[config.mk]
export PLATFORM = sky130hd
export DESIGN_NAME = uart_rx
export DESIGN_NICKNAME = d
export VERILOG_FILES = /design/src/rtl/uart_rx.sv
export SDC_FILE = /design/constraint.sdc
export NUM_CORES = 1
export LEC_CHECK = 0
export CAP_MARGIN = 30
export CORE_MARGIN = 2
export CORE_UTILIZATION = 40
export DETAILED_ROUTE_END_ITERATION = 8
export HOLD_SLACK_MARGIN = 0.05
export PLACE_DENSITY_LB_ADDON = 0.3
export RECOVER_POWER = 25
export SYNTH_ARGS = -nofsm -noshare
export SYNTH_HDL_FRONTEND = slang
export SYNTH_SLANG_ARGS = --single-unit
[constraint.sdc]
create_clock -name clk -period 4.9 [get_ports clk]
set_input_delay 0.49 -clock clk [delete_from_list [all_inputs] [get_ports clk]]
set_output_delay 0.49 -clock clk [all_outputs]
set_load 0.03 [all_outputs]
[src/rtl/uart_rx.sv]
// 16x-oversampled UART receiver (8N1 by default, LSB first).
// Start bit qualified at mid-bit, data and stop sampled mid-bit, one-cycle done/error pulses.
//
// state  | meaning
// -------+------------------------------------------------------------
// IDLE   | line idle; waiting for rx_s low (edge-driven, no tick needed)
// START  | counting to mid start bit; high there means glitch -> IDLE
// DATA   | sampling DATA_BITS data bits mid-bit, LSB first
// STOP   | sampling stop bit mid-bit; high -> rx_done, low -> frame_err
module uart_rx #(
    parameter int DATA_BITS  = 8,
    parameter int OVERSAMPLE = 16
) (
    input  logic                 clk,
    input  logic                 rst_n,
    input  logic                 tick,
    input  logic                 rx,
    output logic [DATA_BITS-1:0] rx_data,
    output logic                 rx_done,
    output logic                 rx_busy,
    output logic                 frame_err
);

    localparam int TW = $clog2(OVERSAMPLE);

    localparam logic [TW-1:0] HALF_LAST = TW'(OVERSAMPLE / 2 - 1);
    localparam logic [TW-1:0] FULL_LAST = TW'(OVERSAMPLE - 1);
    localparam logic [2:0]    BIT_LAST  = 3'(DATA_BITS - 1);

    localparam logic [1:0] S_IDLE  = 2'd0;
    localparam logic [1:0] S_START = 2'd1;
    localparam logic [1:0] S_DATA  = 2'd2;
    localparam logic [1:0] S_STOP  = 2'd3;

    logic                 rx_meta_q;
    logic                 rx_s_q;

    logic [1:0]           state_q,     state_d;
    logic [TW-1:0]        tick_cnt_q,  tick_cnt_d;
    logic [2:0]           bit_cnt_q,   bit_cnt_d;
    logic [DATA_BITS-1:0] shift_q,     shift_d;
    logic [DATA_BITS-1:0] shift_in;
    logic [DATA_BITS-1:0] rx_data_q,   rx_data_d;
    logic                 rx_done_q,   rx_done_d;
    logic                 frame_err_q, frame_err_d;
    logic                 rx_busy_q,   rx_busy_d;

    // Synchroniser resets to the idle level so reset release never looks like a start edge.
    always_ff @(posedge clk or negedge rst_n) begin
        if (!rst_n) begin
            rx_meta_q <= 1'b1;
            rx_s_q    <= 1'b1;
        end else begin
            rx_meta_q <= rx;
            rx_s_q    <= rx_meta_q;
        end
    end

    // Right shift with the new bit entering at the MSB; written as a loop so DATA_BITS=1 stays legal.
    always_comb begin
        shift_in              = shift_q;
        shift_in[DATA_BITS-1] = rx_s_q;
        for (int i = 0; i < DATA_BITS - 1; i++) begin
            shift_in[i] = shift_q[i+1];
        end
    end

    always_comb begin
        state_d     = state_q;
        tick_cnt_d  = tick_cnt_q;
        bit_cnt_d   = bit_cnt_q;
        shift_d     = shift_q;
        rx_data_d   = rx_data_q;
        rx_busy_d   = rx_busy_q;
        rx_done_d   = 1'b0;
        frame_err_d = 1'b0;

        case (state_q)
            S_IDLE: begin
                tick_cnt_d = '0;
                if (!rx_s_q) begin
                    state_d   = S_START;
                    rx_busy_d = 1'b1;
                end
            end

            S_START: begin
                if (tick) begin
                    if (tick_cnt_q == HALF_LAST) begin
                        if (!rx_s_q) begin
                            state_d    = S_DATA;
                            tick_cnt_d = '0;
                            bit_cnt_d  = '0;
                        end else begin
                            state_d   = S_IDLE;
                            rx_busy_d = 1'b0;
                        end
                    end else begin
                        tick_cnt_d = tick_cnt_q + 1'b1;
                    end
                end
            end

            S_DATA: begin
                if (tick) begin
                    if (tick_cnt_q == FULL_LAST) begin
                        shift_d    = shift_in;
                        tick_cnt_d = '0;
                        if (bit_cnt_q == BIT_LAST) begin
                            state_d = S_STOP;
                        end else begin
                            bit_cnt_d = bit_cnt_q + 1'b1;
                        end
                    end else begin
                        tick_cnt_d = tick_cnt_q + 1'b1;
                    end
                end
            end

            S_STOP: begin
                if (tick) begin
                    if (tick_cnt_q == FULL_LAST) begin
                        // Leave at mid-stop so a back-to-back start edge is not missed.
                        state_d    = S_IDLE;
                        rx_busy_d  = 1'b0;
                        tick_cnt_d = '0;
                        if (rx_s_q) begin
                            rx_data_d = shift_q;
                            rx_done_d = 1'b1;
                        end else begin
                            frame_err_d = 1'b1;
                        end
                    end else begin
                        tick_cnt_d = tick_cnt_q + 1'b1;
                    end
                end
            end

            default: begin
                state_d   = S_IDLE;
                rx_busy_d = 1'b0;
            end
        endcase
    end

    always_ff @(posedge clk or negedge rst_n) begin
        if (!rst_n) begin
            state_q     <= S_IDLE;
            tick_cnt_q  <= '0;
            bit_cnt_q   <= '0;
            shift_q     <= '0;
            rx_data_q   <= '0;
            rx_done_q   <= 1'b0;
            frame_err_q <= 1'b0;
            rx_busy_q   <= 1'b0;
        end else begin
            state_q     <= state_d;
            tick_cnt_q  <= tick_cnt_d;
            bit_cnt_q   <= bit_cnt_d;
            shift_q     <= shift_d;
            rx_data_q   <= rx_data_d;
            rx_done_q   <= rx_done_d;
            frame_err_q <= frame_err_d;
            rx_busy_q   <= rx_busy_d;
        end
    end

    assign rx_data   = rx_data_q;
    assign rx_done   = rx_done_q;
    assign rx_busy   = rx_busy_q;
    assign frame_err = frame_err_q;

endmodule

==> results of run 1 <==
[cells in the final DEF, fill, tap and decap left out, drive strengths merged]
cell type,count
o211ai,6
o21ai,1
o21bai,1
nand2,5
nand3,6
o2bb2ai,2
o22a,1
inv,3
o41ai,1
o22ai,2
or3b,1
nor3,3
nor2b,1
nand4bb,1
nand4,2
mux2,16
dlygate4sd3,2
o21a,1
clkbuf,7
xor2,2
and2,1
a21oi,4
a311oi,1
dfstp,2
dfrtp,28
clkinv,2
and4,1
nand2b,1
nor3b,1
nor2,6
ha,3
nand3b,2
a41oi,1
a22oi,1
clkdlybuf4s50,12
[through the flow]
step	hold slack (ns)	total power, mW	setup WS [ns]
5_1_grt	0.373	0.685	2.55
3_3_place_gp	0.348	0.497	2.66
6_report	0.361	0.639	2.90
4_1_cts	0.362	0.644	2.96
3_5_place_dp	0.349	0.504	2.61
2_1_floorplan	0.194	0.469	3.26
[layout make-up]
class	instances	area, um^2	share of cell area, %
tap	46	57.6	3.58
inverter	3	11.3	0.700
multi-input combinational	74	591	36.7
timing repair buffer	15	144	8.95
clock buffer	6	41.3	2.57
clock inverter	2	10.0	0.623
sequential	30	753	46.8
[state kept, by name, indices dropped and copies added (netlist names), named ones only]
name	flops
rx_data	8
shift_q	8
tick_cnt_q	4
bit_cnt_q	3
frame_err	1
rx_busy	1
rx_done	1
rx_meta_q	1
rx_s_q	1
state_q	1
[cell families (layout without fill, tap and decap cells)]
logic type | after synthesis | count (layout)
DFF | 30 | 30
adders and majority gates | 3 | 3
buffers and inverters | 10 | 26
xor gates and xnor gates | 2 | 2
muxes | 16 | 16
and+or+nand+nor | 31 | 31
AOI/OAI and AO/OA | 22 | 22
[metal layers]
layer | GRT usage (%) | share of wire (%) | up-vias
met4 | 7.50 | 2.1 | 0
met5 | 0 | 0 | -
met2 | 21.9 | 48 | 31
met1 | 18.0 | 46 | 446
li1 | - | - | 451
met3 | 3.42 | 4.2 | 5
[how the worst min path moves through the flow]
stage,startpoint,to,slack (ns),cells after the start
3_3_place_gp,rx_meta_q$_DFF_PN1_,rx_s_q$_DFF_PN1_,0.35,0
2_1_floorplan,rst_n,asynchronous set/reset pin,0.19,0
5_1_grt,rx_meta_q$_DFF_PN1_,rx_s_q$_DFF_PN1_,0.37,0
3_5_place_dp,rx_meta_q$_DFF_PN1_,rx_s_q$_DFF_PN1_,0.35,0
4_1_cts,rx_meta_q$_DFF_PN1_,rx_s_q$_DFF_PN1_,0.36,0
6_report,rx_meta_q$_DFF_PN1_,rx_s_q$_DFF_PN1_,0.36,0
[where the power goes]
group | leakage (nW) | internal [mW] | switching [mW]
Combinational | 0.281 | 0.0718 | 0.0807
Clock | 0.0320 | 0.0546 | 0.0834
Sequential | 0.384 | 0.280 | 0.0684
Total | 0.697 | 0.406 | 0.233
==> flow_metrics.tcl, run 1 <==
set metrics [dict create \
    max_freq_mhz 499 \
    dp_hpwl_um 1660 \
    synth_top_area_share_pct 50.3 \
    criticalPathCategory "input port to asynchronous set/reset pin" \
    cp_cell_sequence "dlygate4sd3_1 > clkbuf_1" \
    critPathLaunchType "input port" \
    seq_area_frac_synth_pct 54.0 \
    synth-simple-area-share_pct 14.2 \
    finalCritPeriodShare_pct 40.9 \
    cts_tree "done" \
    cp-end-kind "asynchronous set/reset pin" \
    setup_viol 0 \
    synth_flop_cell "dfrtp_1" \
    port_buffers 14 \
    synth_edf_count 0 \
    synth_mux_area_share_pct 12.9 \
    path_clk_slew_ns 0.09 \
    grt_pass1_wl_um 4320 \
    antenna_found_initial 0 \
    tightestPinTransition_ns 1.58 \
    vias 933 \
    drtIter0Drc 57 \
    p_per_area_nw_per_um2 397 \
    place_area_um2 1560 \
    synth_xor_area_share_pct 1.26 \
    ys_top_cells_by_area "dfrtp_1 50%, mux2_2 13%, dfstp_2 3.8%, o211ai_1 3.2%, ha_1 2.7%" \
    worstSkewPairLatency_ns 0.32 \
    start_util_pct 41.8 \
    finalMaxSlewViolations 31 \
    synth_cells 114 \
    chipWidth_um 63.0 \
    hold_path_class "flip-flop to flip-flop" \
    critPathMaxFanout 30 \
    crit_cells 2 \
    worstPathArrival_ns 2.16 \
    post-route-drc-count 0 \
    final_cells 176 \
    ctsLongestPathBuffers 2 \
    cts_buffers 5 \
    yosys.area_share.adder_pct 2.69 \
    syn_avg_cell_area_um2 12.2 \
    via_per_inst 5.30 \
    cts.sinks 30 \
    synth.most_common_cell "dfrtp_1" \
    placed_cells 168 \
    ios 15 \
    ir_drop_uv 274 \
    num_rows 21 \
    grt_max_degree 31 \
    antenna-diode-count 0 \
    cts_hold_buf 0 \
    slowest_stage "clkbuf_1" \
    design_area_um2 1610 \
    fin_util_pct 48.2 \
    nets 136 \
    synth_top_family_by_area "simple AND/OR/NAND/NOR gates" \
    r2r_end "shift_q[2]$_DFFE_PN0P_" \
    synth_cell_type_count 38 \
    p_leak_nw 0.697 \
    syn_to_final_growth_pct 15.3 \
    worst_clock_skew_ns 0.00755 \
    async_flop_share_pct 100 \
    synth_area_um2 1390 \
    cts_setup_buffers 0 \
    die_area_um2 3970 \
    rsz0062_at_grt "no" \
    max_stage_delay_ns 1.14 \
    drt_wl_total_um 2380 \
    fin_tns_setup_ns 0 \
    slew_headroom_pct -5.45 \
    wl_per_cell_um 13.5 \
    grt_use_total_pct 14.1 \
    status "complete, but fails checks" \
    drv_cap 1 \
    drtAntennaViolNets 0 \
    synth_compound_area_share_pct 11.3 \
    grt_pass1_vias 904 \
    fillers 317 \
    path_delay_family "buffers and inverters" \
    drive_gt1_share_pct 23.1 \
    die_y_um 63.0 \
    hold_viol 0 \
    yosys.area.top_type "dfrtp_1" \
    cts_root_buffer "clkbuf_4" \
    syn_nets 121 \
    rrSetupSlack_ns 2.98 \
    violations "max-capacitance violations, max-slew violations" \
    worst_r2r_path_depth 4 \
    crit_path_start "rst_n" \
    cts_resized 0 \
    fin_crit_ns 2.00 \
    crit-reg2reg-launch "tick_cnt_q[0]$_DFFE_PN0P_" \
    cp.buffers_inverters 2 \
    routabilityCongestion 0.755 \
    core_um2 3340 \
    post_synth_most_frequent_cells "28 x dfrtp_1, 16 x mux2_2, 6 x nor2_1, 6 x o211ai_1, 5 x nand3_1" \
    ctsHtreeMaxLevel 2 \
    ys_ff_latch 30 \
    ys_warn_count 0 \
    drt_first_pass_iters 4 \
    crit_required_ns 5.05 \
    grt.overflow.total 0 \
]
Power figures use the tool's default switching activity.
==> inputs of run 2 (changes only) <==
- clock period: 4.9 -> 1.8 ns (I/O delays scaled with it)
==> flow_metrics.tcl, run 2 (same netlist as run 1, synthesis figures left out) <==
set metrics [dict create \
    cts_hold_buf 0 \
    antenna_found_initial 0 \
    crit-reg2reg-launch "bit_cnt_q[0]$_DFFE_PN0P_" \
    p_per_area_nw_per_um2 1110 \
    grt_use_total_pct 15.1 \
    nets 144 \
    pwr-share-seq_pct 47.6 \
    layout_common_cells "28 x dfrtp_1, 16 x mux2_2, 12 x clkdlybuf4s50_1" \
    critPathLaunchType "flip-flop" \
    hold_path_class "flip-flop to flip-flop" \
    worstPathArrival_ns 1.90 \
    grt_max_degree 31 \
    finalMaxSlewViolations 0 \
    tightestPinTransition_ns 0.742 \
    crit_path_start "bit_cnt_q[0]$_DFFE_PN0P_" \
    holdCritStartpoint "rx_meta_q$_DFF_PN1_" \
    dp_hpwl_um 1890 \
    setup_viol 0 \
    drt_wl_total_um 2660 \
    p_leak_nw 0.746 \
    cts_resized 0 \
    crit_required_ns 2.01 \
    drtAntennaViolNets 0 \
    cp_cell_sequence "ha_1 > ha_1 > or3b_2 > o211ai_1 > o211ai_1" \
    num_rows 21 \
    fin_tns_setup_ns 0 \
    ctsHtreeMaxLevel 2 \
    wl_per_cell_um 14.4 \
    critPathMaxFanout 3 \
    cts_tree "done" \
    vias 959 \
    fin_util_pct 51.0 \
    cts_setup_buffers 0 \
    grt_pass1_vias 991 \
    core_um2 3340 \
    final-seq-area_um2 753 \
    pwr-share-comb_pct 29.4 \
    ios 15 \
    hold_viol 0 \
    fillers 317 \
    internal-power_mw 1.20 \
    status "finished, final reports clean" \
    syn_to_final_growth_pct 22.0 \
    max_freq_mhz 593 \
    path_clk_slew_ns 0.10 \
    drive_gt1_share_pct 30.4 \
    grt.overflow.total 0 \
    multi_input_area_um2 597 \
    die_area_um2 3970 \
    ctsLongestPathBuffers 2 \
    die_y_um 63.0 \
    final_common_cell "dfrtp_1" \
    start_util_pct 41.8 \
    criticalPathCategory "flip-flop to flip-flop" \
    worst_clock_skew_ns 0.00250 \
    path_delay_family "simple AND/OR/NAND/NOR gates" \
    sw_frac_of_total_pct 36.0 \
    via_per_inst 5.21 \
    finalCritPeriodShare_pct 93.6 \
    worstSkewPairLatency_ns 0.33 \
    max_stage_delay_ns 0.49 \
    grt_pass1_wl_um 4640 \
    fin_crit_ns 1.69 \
    cts_root_buffer "clkbuf_4" \
    cts.sinks 30 \
    port_buffers 14 \
    drv_cap 0 \
    cp-end-kind "flip-flop" \
    drt_first_pass_iters 4 \
    slowest_stage "or3b_2" \
    routabilityCongestion 0.833 \
    chipWidth_um 63.0 \
    cts_buffers 5 \
    drtIter0Drc 15 \
    cp.buffers_inverters 0 \
    post-route-drc-count 0 \
    p_sw_mw 0.677 \
    ir_drop_uv 598 \
    rsz0062_at_grt "no" \
    clkPwrFrac_pct 23.0 \
    antenna-diode-count 0 \
    slew_headroom_pct 50.5 \
]
-- run 2: cell types whose count changed in the layout (fill, tap and decap cells not counted), sizes merged --
cell | before | now
buf | 0 | 8
clkinv | 2 | 1
clkinvlp | 0 | 1
-- run 2: stage by stage --
stage                     power [mW]  setup WS (ns)  hold slack [ns]  std cells  instance area (um^2)
after floorplan                 1.28          0.160           -0.116        114                  1390
after global placement          1.42         0.0416            0.346        176                  1630
after detailed placement        1.45         0.0106            0.352        176                  1630
after CTS                       1.89         0.0251            0.228        184                  1700
after global routing            2.01         0.0238            0.378        184                  1700
final                           1.88          0.114            0.367        184                  1700
-- run 2: power by group through the flow --
stage	clock, mW	sequential (mW)	combinational [mW]
after global placement	0	0.896	0.526
final	0.433	0.895	0.554
after CTS	0.451	0.892	0.546
after detailed placement	0	0.904	0.544
after floorplan	0	0.856	0.420
after global routing	0.473	0.913	0.623
-- run 2: path summary, 6_finish.rpt --
kind | cells past startpoint | end | slack, ns
worst max register to register | 5 | bit_cnt_q[1]$_DFFE_PN0P_ | 0.11
min in group asynchronous | 2 | rx_done$_DFF_PN0_ | 0.43
worst max-delay path | 5 | bit_cnt_q[1]$_DFFE_PN0P_ | 0.11
worst min-delay path | 0 | rx_s_q$_DFF_PN1_ | 0.37
worst min register to register | 0 | rx_s_q$_DFF_PN1_ | 0.37
max in group asynchronous | 2 | rx_data[3]$_DFFE_PN0P_ | 0.89
-- run 2: final cells by class --
cell class              instances  area share [%]
flip-flops and latches         30            44.3
multi-input cells              74            35.1
inverters                       3           0.662
clock inverters                 2           0.736
repair buffers                 23            12.8
clock buffers                   6            3.02
well taps                      46            3.38
-- run 2: layer usage --
metal	global-route usage [%]	vias to the layer above	wire, um
met4	6.67	0	55
met5	0	-	0
met3	5.23	5	89
met2	23.5	18	1240
li1	-	462	-
met1	18.8	474	1270
